**config.mk**
```make
export PLATFORM = sky130hd
export DESIGN_NAME = qaccum_flat
export DESIGN_NICKNAME = d
export VERILOG_FILES = /design/src/rtl/qaccum_if.sv /design/src/rtl/qaccum.sv /design/src/flat_wrapper.sv
export SDC_FILE = /design/constraint.sdc
export NUM_CORES = 1
export LEC_CHECK = 0
export ABC_AREA = 0
export CORE_MARGIN = 1.5
export CORE_UTILIZATION = 45
export DETAILED_ROUTE_END_ITERATION = 12
export HOLD_SLACK_MARGIN = 0.06
export PLACE_DENSITY = 0.74
export SLEW_MARGIN = 25
export SYNTH_ARGS = -nofsm -noshare
export SYNTH_HDL_FRONTEND = slang
export SYNTH_SLANG_ARGS = --single-unit
```
**constraint.sdc**
```tcl
create_clock -name clk -period 8.1 [get_ports clk]
set_input_delay 1.62 -clock clk [delete_from_list [all_inputs] [get_ports clk]]
set_output_delay 1.62 -clock clk [all_outputs]
set_load 0.005 [all_outputs]
```
**src/rtl/qaccum_if.sv**
```systemverilog
// dti_s_if: simple valid/ready stream interface.
//   data   - payload, width W
//   dvalid - producer has a beat on data
//   dready - consumer accepts the beat this cycle
//   eot    - end-of-transaction marker (unused by some links)
interface dti_s_if #(
  parameter int W = 8
) ();
  logic [W-1:0] data;
  logic         dvalid;
  logic         dready;
  logic         eot;

  modport producer (output data, output dvalid, output eot, input dready);
  modport consumer (input data, input dvalid, input eot, output dready);
endinterface

```
**src/rtl/qaccum.sv**
```systemverilog
// qaccum: accumulates the elements of each din transaction and emits one
// {count, sum} result per transaction when the eot beat is accepted.
//   clk  - clock, rising edge
//   rst  - synchronous active-high reset
//   din  - consumer; data = {eot, element[W_DATA-1:0]}
//   dout - producer; data = {cnt[W_CNT-1:0], sum[W_SUM-1:0]}, eot tied 0
module qaccum #(
  parameter int W_DATA = 16,
  parameter int W_SUM  = 32,
  parameter int W_CNT  = 16,
  parameter bit SIGNED = 1'b0
) (
  input  logic       clk,
  input  logic       rst,
  dti_s_if.consumer  din,
  dti_s_if.producer  dout
);

  localparam int W_OUT = W_CNT + W_SUM;

  if ($bits(din.data) != W_DATA + 1) begin : g_din_chk
    $fatal(1, "qaccum: din.data width does not match W_DATA+1");
  end
  if ($bits(dout.data) != W_OUT) begin : g_dout_chk
    $fatal(1, "qaccum: dout.data width does not match W_CNT+W_SUM");
  end

  logic [W_SUM-1:0]  acc;
  logic [W_CNT-1:0]  cnt;
  logic              out_valid;
  logic [W_OUT-1:0]  out_reg;

  logic              eot;
  logic [W_DATA-1:0] elem;
  logic [W_SUM-1:0]  elem_ext;
  logic [W_SUM-1:0]  acc_next;
  logic [W_CNT-1:0]  cnt_next;
  logic              din_hs;
  logic              dout_hs;
  logic              unused_din_eot;

  assign eot  = din.data[W_DATA];
  assign elem = din.data[W_DATA-1:0];

  // The eot marker travels inside din.data; the side-band eot is ignored.
  assign unused_din_eot = din.eot;

  if (W_SUM == W_DATA) begin : g_ext_none
    assign elem_ext = elem;
  end else if (SIGNED) begin : g_ext_sign
    assign elem_ext = {{(W_SUM-W_DATA){elem[W_DATA-1]}}, elem};
  end else begin : g_ext_zero
    assign elem_ext = {{(W_SUM-W_DATA){1'b0}}, elem};
  end

  assign acc_next = acc + elem_ext;
  assign cnt_next = cnt + W_CNT'(1);

  // Only an eot beat needs the output slot, so only it can be stalled.
  assign din.dready = !eot || !out_valid || dout.dready;
  assign din_hs     = din.dvalid && din.dready;
  assign dout_hs    = out_valid && dout.dready;

  assign dout.dvalid = out_valid;
  assign dout.data   = out_reg;
  assign dout.eot    = 1'b0;

  always_ff @(posedge clk) begin
    if (rst) begin
      acc       <= '0;
      cnt       <= '0;
      out_valid <= 1'b0;
      out_reg   <= '0;
    end else if (din_hs && !eot) begin
      acc <= acc_next;
      cnt <= cnt_next;
      if (dout_hs) begin
        out_valid <= 1'b0;
      end
    end else if (din_hs && eot) begin
      // A same-cycle dout handshake frees the slot, so the new result
      // overwrites it with no bubble.
      out_reg   <= {cnt_next, acc_next};
      out_valid <= 1'b1;
      acc       <= '0;
      cnt       <= '0;
    end else if (dout_hs) begin
      out_valid <= 1'b0;
    end
  end

endmodule

```
**src/flat_wrapper.sv**
```systemverilog
// flat-port wrapper written by rule: the top's interface ports become plain ports
module qaccum_flat 
#(
  parameter int W_DATA = 16,
  parameter int W_SUM  = 32,
  parameter int W_CNT  = 16,
  parameter bit SIGNED = 1'b0
)
  (clk, rst, din_data, din_dvalid, din_eot, din_dready, dout_data, dout_dvalid, dout_eot, dout_dready);
  dti_s_if #(.W(17)) din_i ();
  dti_s_if #(.W(48)) dout_i ();
  input  logic clk;
  input  logic rst;
  input wire logic [$bits(din_i.data)-1:0] din_data;
  input wire logic [$bits(din_i.dvalid)-1:0] din_dvalid;
  input wire logic [$bits(din_i.eot)-1:0] din_eot;
  output wire logic [$bits(din_i.dready)-1:0] din_dready;
  output wire logic [$bits(dout_i.data)-1:0] dout_data;
  output wire logic [$bits(dout_i.dvalid)-1:0] dout_dvalid;
  output wire logic [$bits(dout_i.eot)-1:0] dout_eot;
  input wire logic [$bits(dout_i.dready)-1:0] dout_dready;
  assign din_i.data = din_data;
  assign din_i.dvalid = din_dvalid;
  assign din_i.eot = din_eot;
  assign din_dready = din_i.dready;
  assign dout_data = dout_i.data;
  assign dout_dvalid = dout_i.dvalid;
  assign dout_eot = dout_i.eot;
  assign dout_i.dready = dout_dready;
  qaccum #(.W_DATA(W_DATA), .W_SUM(W_SUM), .W_CNT(W_CNT), .SIGNED(SIGNED)) u_core (.clk(clk), .rst(rst), .din(din_i), .dout(dout_i));
endmodule
```
==> impl_metrics.ini <==
[status]
status = completed

[sta]
setup_viol = 0
timing.final.ws_setup_ns = 3.22
period_share_pct = 60.2
hold_viol_final = 0
clock_skew_ns = 0.0103
relSlewSlack_pct = 38.6
maxSlewViolCount = 0
final.min_clock_period_ns = 4.88
rsz0062_at_grt = false
worst_pin_slew_ns = 0.921
max_freq_ghz = 0.205
setup_tns_ns = 0

[synthesis]
yosys_warnings = 0
ys_ff_latch = 97
syn-cell-area_um2 = 5040
synth_nets = 657
ys_seq_area_share_pct = 38.5
netlist.area_leader.share_pct = 38.5
synthFlopType = dfxtp_1
synth_area_per_cell_um2 = 8.17
synth_area_leaders = dfxtp_1, a21oi_1, nor2_1
synth_edf_count = 0
synthArstFlopShare_pct = 0
syn_inst = 617
ys_types = 62
synth_top_area_cell = dfxtp_1

[power_and_ir_drop]
ir_drop_uv = 92.9
power_density_nw_per_um2 = 169
p_leak_nw = 2.17

[placed_design]
io_buffers = 70
place_area_um2 = 5760
routabilityCongestion = 0.830
dp.cells = 789
dp_slack_ns = 3.07
dpl.hpwl_mm = 8.16

[setup_path]
cp-start-kind = input pin
cpMostUsedCell = clkdlybuf4s50_1
critPathSlowestCell = clkdlybuf4s50_1
cp-end-kind = output port
cp_max_fo = 20
path_cells = clkdlybuf4s50_1, nand3b_1, clkdlybuf4s50_1
critPathArrivalTime_ns = 3.26
path_class = in2out
max_stage_delay_ns = 0.91
required_ns = 6.48

[floorplan]
start_util_pct = 46.3
die_w_um = 109
die_h_um = 109
dieArea_um2 = 11800
io_pins = 73
fp-row-count = 38
fp.coreArea_um2 = 10900

[clock_tree]
clock_latency_ns = 0.37
root_buffer = clkbuf_8
path_clk_slew_ns = 0.09
cts.sinks = 97
postCtsHoldBufs = 0
cts_tree = done
cts_resized = 0
post_cts_buffers = 0
h-tree-depth = 3
clockBufferDepth = 2
cts_buffers = 9

[global_route]
antenna_found_initial = 0
grt.met2_usage_pct = 35.2
grt_pass1_wl_mm = 20.0
grt_pass1_vias = 4325
track_usage_pct = 21.2
grt-ovfl-total = 0
grt.busiest_layer = met2
grt_max_degree = 79
grt_use_met1_pct = 27.5
use_met3_pct = 3.17

[cells_and_area]
stdcell_area_um2 = 5950
num_antenna_cells = 0
regArea_um2 = 1940
nNetsFinal = 700
multiInputGateArea_um2 = 2880
mostFrequentLayoutCell = dfxtp_1
mostFrequentLayoutCells = dfxtp_1, clkdlybuf4s50_1, nor2_1
layoutNonFillerInstCount = 805
syn_to_final_growth_pct = 18.1
fillerInstances = 1028
drive_above_1_share_pct = 5.26

[worst_hold_path]
hold_path_class = reg2reg

[routing]
post_drt_wl_per_cell_um = 15.0
drc = 0
drt_wl_total_mm = 12.0
viasPerCell = 5.78
ant_nets = 0
vias = 4654
drt_iter0_drc = 214
drtPass1Iterations = 5

[job]
drv_cap = 0
## worst max-delay path: cells and delay by family
kind,cells,cell delay [ns]
buf+inv,2,1.41
simple gates,1,0.23
## area by class of cell
| cell class | instances | share of cell area [%] |
|---|---|---|
| sequential | 97 | 32.6 |
| tap | 140 | 2.94 |
| clock buffer | 12 | 2.44 |
| clock inverter | 4 | 0.862 |
| inverter | 9 | 0.567 |
| multi-input combinational | 469 | 48.4 |
| timing repair buffer | 74 | 12.2 |
## per-stage QoR
stage / power (mW) / hold WS, ns / utilization, %
final: 1.01 / 0.449 / 54.7
after detailed placement: 0.690 / 0.439 / 52.9
after global placement: 0.684 / 0.439 / 52.8
after global routing: 1.05 / 0.468 / 54.7
after CTS: 1.01 / 0.453 / 54.7
after floorplan: 0.625 / 0.426 / -
## final timing paths
kind | from | end | slack (ns) | cells past startpoint
max | din_data[16] | din_dready | 3.22 | 3
min | u_core.acc[14]$_SDFFE_PP0P_ | u_core.acc[14]$_SDFFE_PP0P_ | 0.45 | 2
min reg2reg | u_core.acc[14]$_SDFFE_PP0P_ | u_core.acc[14]$_SDFFE_PP0P_ | 0.45 | 2
max reg2reg | u_core.acc[0]$_SDFFE_PP0P_ | u_core.dout.data[18]$_SDFFE_PP0P_ | 5.31 | 9
## state kept, by name (all words and copies together) (netlist names)
name and flops:
u_core.dout.dvalid 1, u_core.dout.data 48, u_core.cnt 16, u_core.acc 32
## synth_stat cells (all sizes together) (2+ instances only)
library cell  number
dfxtp             97
nor2              67
nand2             63
a21oi             49
o21ai             41
clkbuf            29
nand3             25
xnor2             19
a211oi            18
ha                17
and3              15
buf               13
a31oi             12
a22oi             11
a21o              10
or3               10
xor2              10
inv                9
o211ai             9
a311oi             8
and2               8
nor3               8
nand2b             7
nand3b             7
nand4              7
or4                7
a22o               4
a32oi              4
and4               4
a21bo              2
a21boi             2
a31o               2
a41oi              2
nor3b              2
o2111ai            2
o31ai              2
## power by group
| part | total [mW] | internal [mW] | switching [mW] |
|---|---|---|---|
| sequential | 0.514 | 0.499 | 0.0149 |
| clock | 0.325 | 0.152 | 0.173 |
| combinational | 0.167 | 0.0767 | 0.0899 |
## routing by layer
metal	part of all wire [%]	up-vias
met1	46	2190
met3	5.5	18
li1	-	2330
met5	0	-
met2	47	116
met4	2.0	0
## logic make-up (layout without fill, tap and decap cells)
kind of cell,after synthesis,in the layout,synth area share [%]
and+or+nand+nor,235,235,22.9
AOI/OAI and AO/OA,185,185,24.2
DFF,97,97,38.5
buffers and inverters,51,99,4.49
xor gates and xnor gates,29,29,5.04
adders and majority gates,18,18,4.62
other,1,1,0.0744
muxes,1,1,0.199
Power figures use the tool's default switching activity.
